==> config.mk <==
export PLATFORM = sky130hd
export DESIGN_NAME = hangman_round_ctrl
export DESIGN_NICKNAME = d
export VERILOG_FILES = /design/src/rtl/hangman_pkg.sv /design/src/rtl/hangman_guess_classify.sv /design/src/rtl/hangman_round_ctrl.sv
export SDC_FILE = /design/constraint.sdc
export NUM_CORES = 1
export LEC_CHECK = 0
export ABC_AREA = 1
export CAP_MARGIN = 30
export CORE_MARGIN = 5
export CORE_UTILIZATION = 60
export CTS_CLUSTER_SIZE = 14
export DETAILED_ROUTE_END_ITERATION = 12
export DONT_BUFFER_PORTS = 1
export GPL_TIMING_DRIVEN = 0
export PLACE_DENSITY = 0.76
export SKIP_CTS_REPAIR_TIMING = 1
export SLEW_MARGIN = 20
export SYNTH_ARGS = -nofsm -noshare
export SYNTH_HDL_FRONTEND = slang
export SYNTH_SLANG_ARGS = --single-unit
==> constraint.sdc <==
create_clock -name clk -period 4.1 [get_ports clk]
set_input_delay 0.82 -clock clk [delete_from_list [all_inputs] [get_ports clk]]
set_output_delay 0.82 -clock clk [all_outputs]
set_load 0.02 [all_outputs]
==> src/rtl/hangman_pkg.sv <==
// Shared types and constants for the Hangman round controller.
//   state_e : round FSM states
//   cls_e   : classification of one accepted guess
//   *_DEF   : default alphabet size and miss limit
//   LTR_*   : letter index of each English letter in the masks
package hangman_pkg;

    localparam int ALPHA_DEF     = 26;
    localparam int MAX_WRONG_DEF = 6;

    typedef enum logic [1:0] {
        ST_IDLE,
        ST_PLAY,
        ST_WIN,
        ST_LOSE
    } state_e;

    typedef enum logic [1:0] {
        CLS_BAD,
        CLS_DUP,
        CLS_HIT,
        CLS_MISS
    } cls_e;

    localparam int LTR_A = 0,  LTR_B = 1,  LTR_C = 2,  LTR_D = 3,  LTR_E = 4;
    localparam int LTR_F = 5,  LTR_G = 6,  LTR_H = 7,  LTR_I = 8,  LTR_J = 9;
    localparam int LTR_K = 10, LTR_L = 11, LTR_M = 12, LTR_N = 13, LTR_O = 14;
    localparam int LTR_P = 15, LTR_Q = 16, LTR_R = 17, LTR_S = 18, LTR_T = 19;
    localparam int LTR_U = 20, LTR_V = 21, LTR_W = 22, LTR_X = 23, LTR_Y = 24;
    localparam int LTR_Z = 25;

endpackage

==> src/rtl/hangman_guess_classify.sv <==
// Combinational classifier for one guess.
//   idx_i          : guessed letter index
//   guessed_i      : letters guessed so far
//   word_i         : latched word letter-presence mask
//   cls_o          : BAD (out of range) > DUP > HIT > MISS
//   next_guessed_o : guessed mask with this letter added (unchanged for BAD/DUP)
module hangman_guess_classify
    import hangman_pkg::*;
#(
    parameter int ALPHA = ALPHA_DEF,
    parameter int XW    = 5
) (
    input  logic [XW-1:0]    idx_i,
    input  logic [ALPHA-1:0] guessed_i,
    input  logic [ALPHA-1:0] word_i,
    output cls_e             cls_o,
    output logic [ALPHA-1:0] next_guessed_o
);

    logic [ALPHA-1:0] sel;
    logic             in_range;

    always_comb begin
        // One-hot decode; stays all-zero for an out-of-range index, so the
        // OR below leaves the mask untouched for BAD, and DUP re-sets a set bit.
        sel = '0;
        for (int i = 0; i < ALPHA; i++) begin
            sel[i] = (int'(idx_i) == i);
        end
        in_range = (int'(idx_i) < ALPHA);

        if (!in_range)                cls_o = CLS_BAD;
        else if (|(sel & guessed_i))  cls_o = CLS_DUP;
        else if (|(sel & word_i))     cls_o = CLS_HIT;
        else                          cls_o = CLS_MISS;

        next_guessed_o = guessed_i | sel;
    end

endmodule

==> src/rtl/hangman_round_ctrl.sv <==
// Guess-tracking controller for one Hangman round.
//   clk, reset           : clock, synchronous active-high reset
//   start_i              : begin a new round, latching word_mask_i
//   word_mask_i          : letter-presence mask of the secret word
//   guess_valid_i/idx_i  : guess handshake (accepted only in PLAY, not with start)
//   guess_ready_o        : high in PLAY
//   guessed_mask_o       : letters guessed this round
//   reveal_mask_o        : guessed letters that are in the word
//   wrong_count_o        : misses this round, saturating at MAX_WRONG
//   hit/miss/dup/bad_idx : one-cycle result pulse per accepted guess
//   playing/win/lose     : state decode
module hangman_round_ctrl
    import hangman_pkg::*;
#(
    parameter int ALPHA     = ALPHA_DEF,
    parameter int XW        = 5,
    parameter int MAX_WRONG = MAX_WRONG_DEF,
    parameter int CW        = 3
) (
    input  logic             clk,
    input  logic             reset,
    input  logic             start_i,
    input  logic [ALPHA-1:0] word_mask_i,
    input  logic             guess_valid_i,
    input  logic [XW-1:0]    guess_idx_i,
    output logic             guess_ready_o,
    output logic [ALPHA-1:0] guessed_mask_o,
    output logic [ALPHA-1:0] reveal_mask_o,
    output logic [CW-1:0]    wrong_count_o,
    output logic             hit_o,
    output logic             miss_o,
    output logic             dup_o,
    output logic             bad_idx_o,
    output logic             playing_o,
    output logic             win_o,
    output logic             lose_o
);

    localparam logic [CW-1:0] MAX_W = CW'(MAX_WRONG);

    state_e           state_q;
    logic [ALPHA-1:0] word_q;
    logic [ALPHA-1:0] guessed_q;
    logic [CW-1:0]    wrong_q;
    logic             hit_q, miss_q, dup_q, bad_q;

    cls_e             cls;
    logic [ALPHA-1:0] guessed_d;
    logic [CW-1:0]    wrong_d;

    hangman_guess_classify #(
        .ALPHA (ALPHA),
        .XW    (XW)
    ) u_classify (
        .idx_i          (guess_idx_i),
        .guessed_i      (guessed_q),
        .word_i         (word_q),
        .cls_o          (cls),
        .next_guessed_o (guessed_d)
    );

    // Saturating: never step past the miss limit.
    assign wrong_d = (wrong_q == MAX_W) ? wrong_q : wrong_q + CW'(1);

    always_ff @(posedge clk) begin
        if (reset) begin
            state_q   <= ST_IDLE;
            word_q    <= '0;
            guessed_q <= '0;
            wrong_q   <= '0;
            hit_q     <= 1'b0;
            miss_q    <= 1'b0;
            dup_q     <= 1'b0;
            bad_q     <= 1'b0;
        end else begin
            hit_q  <= 1'b0;
            miss_q <= 1'b0;
            dup_q  <= 1'b0;
            bad_q  <= 1'b0;

            if (start_i) begin
                // A same-cycle guess is dropped silently.
                word_q    <= word_mask_i;
                guessed_q <= '0;
                wrong_q   <= '0;
                state_q   <= (word_mask_i == '0) ? ST_WIN : ST_PLAY;
            end else if (guess_valid_i && state_q == ST_PLAY) begin
                unique case (cls)
                    CLS_BAD: bad_q <= 1'b1;
                    CLS_DUP: dup_q <= 1'b1;
                    CLS_HIT: begin
                        hit_q     <= 1'b1;
                        guessed_q <= guessed_d;
                        if ((guessed_d & word_q) == word_q) state_q <= ST_WIN;
                    end
                    CLS_MISS: begin
                        miss_q    <= 1'b1;
                        guessed_q <= guessed_d;
                        wrong_q   <= wrong_d;
                        if (wrong_d == MAX_W) state_q <= ST_LOSE;
                    end
                    default: ;
                endcase
            end
        end
    end

    assign playing_o      = (state_q == ST_PLAY);
    assign win_o          = (state_q == ST_WIN);
    assign lose_o         = (state_q == ST_LOSE);
    assign guess_ready_o  = playing_o;
    assign guessed_mask_o = guessed_q;
    assign reveal_mask_o  = guessed_q & word_q;
    assign wrong_count_o  = wrong_q;
    assign hit_o          = hit_q;
    assign miss_o         = miss_q;
    assign dup_o          = dup_q;
    assign bad_idx_o      = bad_q;

endmodule

# After elaboration in Yosys (flattened, before gate mapping)
# Index checks and enable logic that the tools add are counted.
# op_classes
addsub	1
order_cmp	1
n_eq_ne	36
muxes	14
bitwise_logic	6
reduce_logical	14
# op_table
op	n
26-bit bitwise AND	4
5-bit equality test, second input constant	16
26-bit OR reduction	2
5-bit by 4-bit equality test with 1-bit output, second input constant	6
26-bit equality test	1
26-bit zero test	1
26-bit bitwise OR	1
2-bit two-way mux	7
5-bit by 3-bit equality test with 1-bit output, second input constant	2
2-bit equality test, second input constant	4
3-bit equality test, second input constant	2
3-bit inequality test, second input constant	2
5-bit by 2-bit equality test with 1-bit output, second input constant	1
5-bit zero test	1
5-bit < comparator, second input constant	1
1-bit two-way mux	5
2-bit by 1-bit equality test with 1-bit output, second input constant	2
2-bit one-hot mux with 2 select lines	1
2-bit AND reduction	2
4-bit AND reduction	1
2-bit OR reduction	2
3-bit by 1-bit adder with 3-bit output, second input constant	1
3-bit two-way mux	1
3-bit nonzero test	1
other kinds (5)	5
# word_totals
reg_bits	61
in_bits	35
out_inout_bits	63

# Longest topological paths before layout
# logic_depth
word_depth	10
ltp_mapped	17
ltp_nobuf	17

# Cells and area by module
# From an unflattened synthesis, not the netlist that was laid out.
# unflattened
hier_cells	600
area_unflattened_um2	3744.8
# by_module_without_submodules
mod	instances	cells_per_inst	area_per_inst_um2
hangman_round_ctrl	1	410	2801.4
hangman_guess_classify	1	190	943.4

# Worst setup path after synthesis
# No wires, ideal clock.
# synth_path
kind	input -> register
startpoint	input guess_idx_i[4]
endpoint	register guessed_q[17] (netlist: guessed_mask_o[17])
t_arrival_ns	2.112
required_ns	4.029
path_slack_ns	1.917
cell_stages	14
cell_sequence	buf_4 > inv_2 > nand2_1 > nor2_1 > nand2_1 > nand2_1 > nor2_1 > nand2_1 > nor2_2 > nand4_2 > inv_2 > buf_4 > nand2_1 > a21oi_1
# synth_between
elab_chain_len	9
elab_cells_between_ends	39
# synth_rtl
item	line_no	text
start: declaration	hangman_round_ctrl.sv:25	input logic [XW-1:0] guess_idx_i,
5-bit by 2-bit equality test with 1-bit output (tied with other cells)	hangman_guess_classify.sv:28	sel[i] = (int'(idx_i) == i);
26-bit bitwise AND	hangman_guess_classify.sv:34	else if (|(sel & word_i)) cls_o = CLS_HIT;
26-bit OR reduction	hangman_guess_classify.sv:34	
1-bit two-way mux	hangman_guess_classify.sv:34	
2-bit two-way mux	hangman_guess_classify.sv:33	else if (|(sel & guessed_i)) cls_o = CLS_DUP;
2-bit two-way mux	hangman_guess_classify.sv:32	if (!in_range) cls_o = CLS_BAD;
2-bit equality test	hangman_round_ctrl.sv:88	unique case (cls)
2-bit OR reduction (no line)	--	
2-bit AND reduction (no line)	--	
end signal: assignment	hangman_round_ctrl.sv:93	guessed_q <= guessed_d;
end signal: assignment	hangman_round_ctrl.sv:98	guessed_q <= guessed_d;
end: declaration	hangman_round_ctrl.sv:43	logic [ALPHA-1:0] guessed_q;
# Several ways; a longest one is shown, not always the timed one.
# A chain may end at the register's enable or synchronous reset.

# Worst setup path in the final report
# layout_path
startpoint	input guess_idx_i[4]
endpoint	register guessed_q[16] (netlist: guessed_mask_o[16])
# The elaborated chain is that of the path after synthesis.

==> summary.txt <==
Hold path
  – Hold path start: word_q[1]
  – Worst Hold End: word_q[1]
  – HP Class: flip-flop to flip-flop
  – Worst hold path depth: 2

Place
  – Area after DPL: roughly 0.0036 mm²
  – HPWL after detailed placement: approximately 8400 µm
  – Final GP Congestion: 0.958
  – Port bufs: 0

Final layout
  – Fin nets: around 630
  – Synth-to-layout area growth: 9.09%
  – Final core utilization: 0.679
  – # diodes: 0
  – Layout cells sized above 1: 0.0707
  – Cell area after layout: about 0.0038 mm²
  – Filler Cells Inserted: 550

Floorplan
  – Die height: between 80 and 90 µm
  – Initial Utilization: 0.622
  – Overall die area: between 0.007 and 0.008 mm²
  – Die width: roughly 86 µm
  – CORE AREA: about 0.0056 mm²
  – Rows: 27
  – Ports: roughly 100

Pwr
  – Total Power: between 1 and 1.5 mW
  – Pwr Density: 372 mW/mm²
  – Leakage: approximately 1.8 nW
  – Maximum vdd drop: ~0.26 mV

Global routing
  – Vias in the first global route: approximately 3500
  – Met1 usage: 0.381
  – GRT overflow: 0
  – Initial antenna violation count: 0
  – Met2 Use GR: 0.488
  – First-pass GRT wire length: ~17000 µm
  – GRT Max-Usage Layer: met2
  – Largest net degree at the start of global routing: 11
  – Total GRT Usage: 0.302
  – Met3 Use GR: 0.0730

Yosys
  – Synth Area per Inst: approximately 6.0 µm²
  – Netlist cell types: 27
  – Synth area leader: dfxtp_1
  – Ys flop type: dfxtp_1
  – Async set-reset flop share out of synthesis: 0
  – Top cell type's share of synthesized area: 0.352
  – EDFF count, synth: 0
  – Most frequent cell after synthesis: nand2_1
  – Sequential share of the synthesized area: 0.352
  – Mapped Area: around 0.0035 mm²
  – Mapped Cells: between 500 and 600
  – Commonest cells post-synth: nand2_1, nor2_1, inv_1
  – Synth top area cells: dfxtp_1, nand2_1, nor2_1
  – Synth warn: 0
  – Syn nets: around 620
  – Seq cells post-synth: 61

Critical path
  – Arrival time worst endpoint: roughly 2.7 ns
  – R2r startpoint: state_q[0]
  – CP Class: primary input to flip-flop
  – Cell mode on critical path: nand2_1
  – Flop-to-flop setup slack: 2.25 ns
  – CP Depth: 14
  – Worst r2r dst: guessed_mask_o[16]
  – Max Fanout on Critical Path: 10
  – Startpoint Class: primary input
  – CP peak stage delay: ~0.24 ns
  – WP buf/inv: 5
  – Worst endpoint required time: 4.36 ns
  – R2r worst-path depth: 9
  – Worst-path cell chain: buf_4 -> inv_2 -> nand2_1 -> inv_2 -> nand3_1 -> nand2_1 -> nor2_1 -> nand2_1 -> nor2_2 -> nand4_2 -> inv_2 -> buf_4 -> nand2_1 -> a21oi_1
  – Crit. End Element: flip-flop
  – Top delay family on crit path: simple AND/OR/NAND/NOR gates
  – Slowest stage cell, crit path: buf_4

STA
  – Final clock period utilization by the worst path: 0.582
  – Unrepaired setup endpoints after global routing: false
  – Worst-Margin Slew: between 0.5 and 0.6 ns
  – Slew Limit Fails: 0
  – Sum Neg Setup Slack: 0 ns
  – Clock Skews: ~0.011 ns
  – Minimum clock period: 2.39 ns
  – Final Setup Violations: 0
  – Final hold violation count: 0
  – Slew HR: 0.603
  – Maximum clock rate: about 420 MHz
  – Worst hold margin: 0.571 ns

Detailed routing
  – TritonRoute pass-1 iters: 5
  – DRC: 0
  – Antenna viol nets, final: 0
  – Routed WL: 11000 µm
  – Vias: 3767
  – Via density: 5.66
  – Avg WL per Cell: approximately 17 µm
  – DR iter-0 viols: 357

Clocking
  – CTS root buf: clkbuf_8
  – Clock sinks: 61
  – CTS tree: yes
  – Clk slew on worst S/H paths: 0.08 ns
  – # H-tree levels: 3
  – CTS max path bufs: 2
  – Total CTS buffers: 9
  – Clk Latency, worst-skew pair: 0.34 ns

Run
  – Max_cap viols: 0

Run status
  – Status: finished clean
[area by class of cell]
| cell class | count | area [µm²] | share of cell area |
|---|---|---|---|
| flip-flops and latches | 61 | 1220 | 0.323 |
| clock inverters | 4 | 70.1 | 0.0185 |
| plain buffers | 21 | 116 | 0.0308 |
| well taps | 72 | 90.1 | 0.0238 |
| clock buffers | 12 | 155 | 0.0410 |
| inverters | 79 | 297 | 0.0784 |
| multi-input cells | 417 | 1830 | 0.485 |
[metrics by stage]
step / setup WS, ns / cells
after floorplan: 1.92 / 578
after global placement: 1.45 / 650
after detailed placement: 1.40 / 650
after CTS: 1.75 / 666
after global routing: 1.53 / 666
final: 1.71 / 666
[worst register-to-register path, delay by kind of cell, from the launching register on]
family,cells,cell delay (ns)
buffers and inverters,4,0.59
and+or+nand+nor,4,0.69
DFF,1,0.35
AOI/OAI and AO/OA,1,0.15
[worst max path at each step]
| stage | startpoint | end |
|---|---|---|
| final | guess_idx_i[4] | guessed_mask_o[16] |
| after global routing | guess_idx_i[1] | state_q[0] |
| after CTS | guess_idx_i[4] | guessed_mask_o[16] |
| after detailed placement | guess_idx_i[4] | guessed_mask_o[16] |
| after global placement | guess_idx_i[4] | guessed_mask_o[6] |
| after floorplan | guess_idx_i[4] | guessed_mask_o[17] |
[placed cells by master, fill, tap and decap left out, drive strengths merged]
cell	instances
dfxtp	61
nand4	9
bufinv	2
buf	12
nor3	1
nand2	151
nor4	6
clkinv	3
o21ai	32
a21oi	28
nand3b	1
nor3b	1
inv	78
a31oi	1
nand3	64
or2	2
xor2	1
nor2	117
o22ai	1
clkbuf	21
ha	2
[state kept, by name, indices dropped and copies added, names as in the netlist]
| name | count |
|---|---|
| dup_o | 1 |
| bad_idx_o | 1 |
| guessed_mask_o | 26 |
| word_q | 26 |
| wrong_count_o | 3 |
| miss_o | 1 |
| state_q | 2 |
| hit_o | 1 |
[per-layer routing]
layer	vias up	wire (µm)
li1	1836	-
met3	23	1020
met1	1725	4520
met4	0	333
met2	183	5120
met5	-	0
[report_power, final]
part | switching, mW | internal, mW
Combinational | 0.0998 | 0.0443
Sequential | 0.0245 | 0.613
Clock | 0.252 | 0.374
Total | 0.377 | 1.03
[cell families after synthesis]
| group | synth area share |
|---|---|
| buffers and inverters | 0.119 |
| AOI/OAI and AO/OA | 0.0902 |
| and+or+nand+nor | 0.429 |
| xor gates and xnor gates | 0.00253 |
| adders and majority gates | 0.00722 |
| DFF | 0.352 |
(Power assumes the default switching activity.)
==> variant 1, RTL diff (config.mk and constraints unchanged) <==
Set the parameter `CW` to 6 (it was 3).
--- a/src/rtl/hangman_round_ctrl.sv
+++ b/src/rtl/hangman_round_ctrl.sv
@@ -16,5 +16,5 @@
     parameter int XW        = 5,
     parameter int MAX_WRONG = MAX_WRONG_DEF,
-    parameter int CW        = 3
+    parameter int CW        = 6
 ) (
     input  logic             clk,
Ports: changed (resized wrong_count_o); port bits go from 98 to 101. No check against the original RTL was run, so the function may have changed too.
==> variant 1 against the original RTL <==
  * Routed wire length increased by 15%
  * Die area increased by 9.1%
  * Power decreased by 0.48%
  * Core utilization decreased by 2.3 points
  * Sequential cell count increased by 3
  * Design area increased by 8.9%
  * Count of clock-buffer cells in the layout decreased by 1
  * Setup slack got worse by 140 ps
  * Synthesized area increased by 10%
==> variant 1: results (changes against the original RTL) <==
The via count of the first global-routing pass came out at 3875 (+11%). Ranked by total cell area, the synthesized netlist is headed by dfxtp_1 34%, nand2_1 14%, nor2_1 9.8%. The first-pass GRT wire length is 19800 um (+14%). The iteration-0 DRC count of the detailed router is 388 (+8.7%). For the worst-skew pair, the clock arrives at the later sink with an insertion delay of approximately 350 ps. The unique cell type count in the Yosys netlist is 29 (+7.4%). The endpoint arrival time on the critical path came out at 2740 ps (+90 ps). The initial antenna violation count is 0 (unchanged). The number of buffers added by the clock tree synthesis step came out at 9 (unchanged). The critical-path maximum fanout came out at 10 (unchanged). The number of nets in the finished design is 668 (+6.7%). The count of H-tree levels built during CTS came out at 3 (unchanged).

The count of buffers from port buffering was 0 (unchanged). Among all stages on the critical path, the largest delay is contributed by nor2_2. The fraction of power spent switching nets is 29.3% (+2.5 points).

Among all flip-flop cells after synthesis, the most frequent one is dfxtp_1. The path class of the tightest hold or removal check is flop to flop. The pin count of the biggest net entering global routing is 12 (+1). The number of iterations in the first detailed-routing pass came out at 5 (unchanged).

The total cell area at the placement stage is 3920 um^2 (+10%). The all-layer global routing usage came out at 30.6% (+0.40 points). The final weighted congestion of routability-driven global placement came out at 1.01 (+5.1%).

Counting instances in the post-synthesis netlist gives the leading cell types as 138 x nand2_1, 100 x nor2_1, 83 x inv_1. The tightest slew margin relative to the limit is 54.2% (-6.1 points). The run finished with clean final reports. The maximum ir drop on the vdd rail is 0.000260 V (+0.47%). The number of warnings issued by yosys came out at 0 (unchanged). CTS placed an instance of clkbuf_8 at the clock tree root. The standby leakage power came to 0.00205 uW (+12%). The final clock skew came to 8.05 ps (-2.46 ps). The kind of cell with the highest combined delay along the critical path is simple AND/OR/NAND/NOR gates. The number of nets in the synthesized netlist came to 657 (+6.8%). The share of cells above drive strength 1 came to 8.49% (+1.4 points). The count of filler cells inserted in the layout is 611 (+11%). The via density per instance came out at 5.85 (+3.5%). The number of antenna cells inserted came out at 0 (unchanged).

The detailed-placement wirelength estimate was 9840 um (+17%). The worst stage delay on the critical path is 460 ps (+220 ps). The detailed-route wire length per cell is 17.7 um (+7.2%). The sequential cell area fraction in the yosys report came to 33.5% (-1.7 points).
## variant 1: changes by cell type after synthesis, sizes merged, moves of 8 or more
cell	delta
a21oi	+14
nand3	-12
o21ai	+12
a31oi	+11
nand2	-10
inv	+9
nor3	+9
nand4	+8
## variant 1: power by group through the flow
stage	logic [uW]	registers [uW]	clock network, uW
final	181	665	556
after global routing	199	667	592
after CTS	176	664	555
after detailed placement	175	678	0
after global placement	172	677	0
after floorplan	129	672	0
## variant 1: cell type report
type,count,area share [%]
tap,77,2.34
clock buffer,11,3.43
inverter,88,8.02
sequential,64,31.1
clock inverter,5,1.37
buffer,25,4.01
multi-input combinational,443,49.7
## variant 1: metal layers
metal / vias up / GRT usage [%] / part of all wire (%)
li1: 2017 / - / -
met1: 1919 / 39.7 / 42
met2: 208 / 48.4 / 46
met3: 30 / 9.18 / 9.8
met4: 0 / 10.1 / 2.4
met5: - / 0 / 0
## variant 1: path summary, 6_finish.rpt
check | from | endpoint | slack (ps) | cells after the start
setup / recovery | guess_idx_i[1] | guessed_mask_o[21]$_SDFFE_PP0P_ | 1570 | 14
hold / removal | word_q[18]$_SDFFE_PP0P_ | word_q[18]$_SDFFE_PP0P_ | 500 | 2
hold reg to reg | word_q[18]$_SDFFE_PP0P_ | word_q[18]$_SDFFE_PP0P_ | 500 | 2
setup reg to reg | state_q[0]$_SDFFE_PP0P_ | guessed_mask_o[9]$_SDFFE_PP0P_ | 2060 | 7
## variant 1: logic make-up after synthesis
logic type,count (synthesis),share of synthesized area (%)
buf+inv,113,13.0
xor+xnor,3,0.687
flops,64,33.5
fa+ha+maj,2,0.654
compound gates,100,13.6
simple gates,338,38.6
## variant 1: stage by stage
stage / instances / power (uW) / util [%] / worst slack [ps] / hold slack (ps)
after floorplan: 620 / 801 / - / 1750 / 462
after global placement: 697 / 850 / 62.4 / 1260 / 479
after global routing: 713 / 1460 / 65.6 / 1380 / 524
final: 713 / 1400 / 65.6 / 1570 / 500
after CTS: 713 / 1390 / 65.6 / 1610 / 498
after detailed placement: 697 / 853 / 62.4 / 1260 / 488
## variant 1: worst min-delay path, stage by stage, from the launching register on
cell and delay (ps):
dfxtp_1 330, inv_1 70, a21oi_1 60
==> variant 2, RTL diff (config.mk and constraints unchanged) <==
Without the edit above. Register the output `wrong_count_o` once more; this adds one clock of latency there. The other outputs are not delayed to match.
--- a/src/rtl/hangman_round_ctrl.sv
+++ b/src/rtl/hangman_round_ctrl.sv
@@ -112,5 +112,7 @@
     assign guessed_mask_o = guessed_q;
     assign reveal_mask_o  = guessed_q & word_q;
-    assign wrong_count_o  = wrong_q;
+    always_ff @(posedge clk) begin
+        wrong_count_o <= wrong_q;
+    end
     assign hit_o          = hit_q;
     assign miss_o         = miss_q;
Behaviour: not the same (a bounded check fails within 4 cycles, from zero or initial values and one cycle with reset high).
==> variant 2 against the original RTL <==
  * Design area increased by 2.2%
  * Cell count increased by 0.45%
  * Power fell by 1.5%
  * Routed wire length down 1.5%
  * Non-clock buffer count shrank 2
  * Synthesized area grew 2.8%
  * Setup slack got worse by 110 ps
  * Fmax decreased by 4.4%
  * Sequential cell count grew 3
==> variant 2: results (changes against the original RTL) <==
The flow ran to the end, and the final reports show no timing, DRC or antenna violations. The endpoint arrival time on the critical path is 2730 ps (+80 ps). The power attributed to sequential cells is 669 uW (+5.0%). The detailed-route wire length per cell came out at 16.2 um (-1.9%). The detailed-placement wirelength estimate came out at 8240 um (-2.3%). The combinational power share came to 10.6% (+0.4 points).

The reported net switching power is 370 uW (-1.7%). The standby leakage power is 0.00186 uW (+1.6%). The maximum ir drop on the vdd rail came out at 0.000327 V (+26%). The maximum clock frequency came out at 0.400 GHz (-4.4%). The via count of the first global-routing pass came to 3449 (-1.5%).

The unique cell type count in the Yosys netlist came out at 31 (+15%). The reg-to-reg setup timing slack is 2280 ps (+30 ps). The worst stage delay on the critical path came to 450 ps (+210 ps). The post-placement worst setup slack is 1370 ps (-31.9 ps). The first-pass GRT wire length came out at 17000 um (-1.9%). The count of filler cells inserted in the layout was 545 (-0.91%). The final weighted congestion of routability-driven global placement is 0.955 (-0.29%). The iteration-0 DRC count of the detailed router was 315 (-12%). The most critical setup path has its endpoint at state_q[0]$_SDFFE_PP0P_. The sequential cell area fraction in the yosys report is 36.0% (+0.73 points). In this design, the largest share of critical-path delay is due to simple AND/OR/NAND/NOR gates.

The all-layer global routing usage is 29.3% (-0.85 points). The number of nets in the synthesized netlist came out at 616 (+0.16%). The most critical setup path has its startpoint at guess_idx_i[3].

The commonest cells after synthesis are 148 x nand2_1, 102 x nor2_1, 74 x inv_1. The endpoint identified for the worst register-to-register timing path is guessed_mask_o[15]$_SDFFE_PP0P_. The number of nets in the finished design came to 627 (+0.16%). By area the synthesized netlist is led by dfxtp_1 36%, nand2_1 16%, nor2_1 11%. The tightest slew margin relative to the limit came to 60.2% (-0.13 points).
## variant 2: cell types whose count changed after synthesis, sizes merged, moves of 2 or more
cell / before / now
clkinv: 1 / 4
o21bai: 0 / 2
a21oi: 28 / 36
nor4: 6 / 3
nor3: 1 / 6
nand2: 151 / 153
nand3: 64 / 54
nor2: 117 / 109
dfxtp: 61 / 64
## variant 2: cell families (layout without fill, tap and decap cells)
group,after synthesis,after routing,share of synthesized area [%]
AND/OR/NAND/NOR,339,339,40.7
buffers and inverters,100,115,11.9
AO/OA/AOI/OAI,73,73,10.5
flip-flops,64,64,36.0
adder cells (fa/ha/maj),2,2,0.702
XOR/XNOR,1,1,0.246
## variant 2: worst min-delay path by stage
| stage | from | endpoint | slack (ps) | depth (start not counted) |
|---|---|---|---|---|
| 2_1_floorplan | wrong_q[2]$_SDFFE_PP0P_ | wrong_count_o[2]$_DFF_P_ | 360 | 0 |
| 3_3_place_gp | wrong_q[2]$_SDFFE_PP0P_ | wrong_count_o[2]$_DFF_P_ | 380 | 0 |
| 3_5_place_dp | wrong_q[2]$_SDFFE_PP0P_ | wrong_count_o[2]$_DFF_P_ | 380 | 0 |
| 4_1_cts | wrong_q[2]$_SDFFE_PP0P_ | wrong_count_o[2]$_DFF_P_ | 390 | 0 |
| 5_1_grt | wrong_q[2]$_SDFFE_PP0P_ | wrong_count_o[2]$_DFF_P_ | 410 | 0 |
| 6_report | wrong_q[2]$_SDFFE_PP0P_ | wrong_count_o[2]$_DFF_P_ | 390 | 0 |
## variant 2: final cells by class
| type | instances | share of cell area [%] |
|---|---|---|
| tap | 75 | 2.43 |
| inverter | 81 | 7.90 |
| clock buffer | 13 | 4.37 |
| clock inverter | 2 | 0.972 |
| buffer | 19 | 3.11 |
| multi-input combinational | 415 | 48.1 |
| sequential | 64 | 33.2 |
## variant 2: routing by layer
metal  share of wire [%]  vias up  track usage, %
met5                   0        -               0
met4                 3.5        0            13.9
met3                 8.2       29            6.34
met2                  45      188            45.8
met1                  43     1691            38.4
li1                    -     1844               -
## variant 2: metrics by stage
stage / instances / power [uW] / utilization, % / hold WS, ps / instance area (um^2)
after floorplan: 579 / 782 / - / 361 / 3560
after global placement: 654 / 822 / 62.5 / 378 / 3660
after detailed placement: 654 / 825 / 62.5 / 378 / 3660
after CTS: 669 / 1380 / 66.0 / 389 / 3860
after global routing: 669 / 1440 / 66.0 / 409 / 3860
final: 669 / 1390 / 66.0 / 391 / 3860
## variant 2: worst register-to-register path, cell delays in order, from the launching register on
cell and delay (ps):
dfxtp_1 350, inv_1 60, nor2_1 380, nand2_1 90
inv_1 100, nand4_2 150, clkinv_2 180, buf_6 190
nand3_1 100, a21oi_1 150
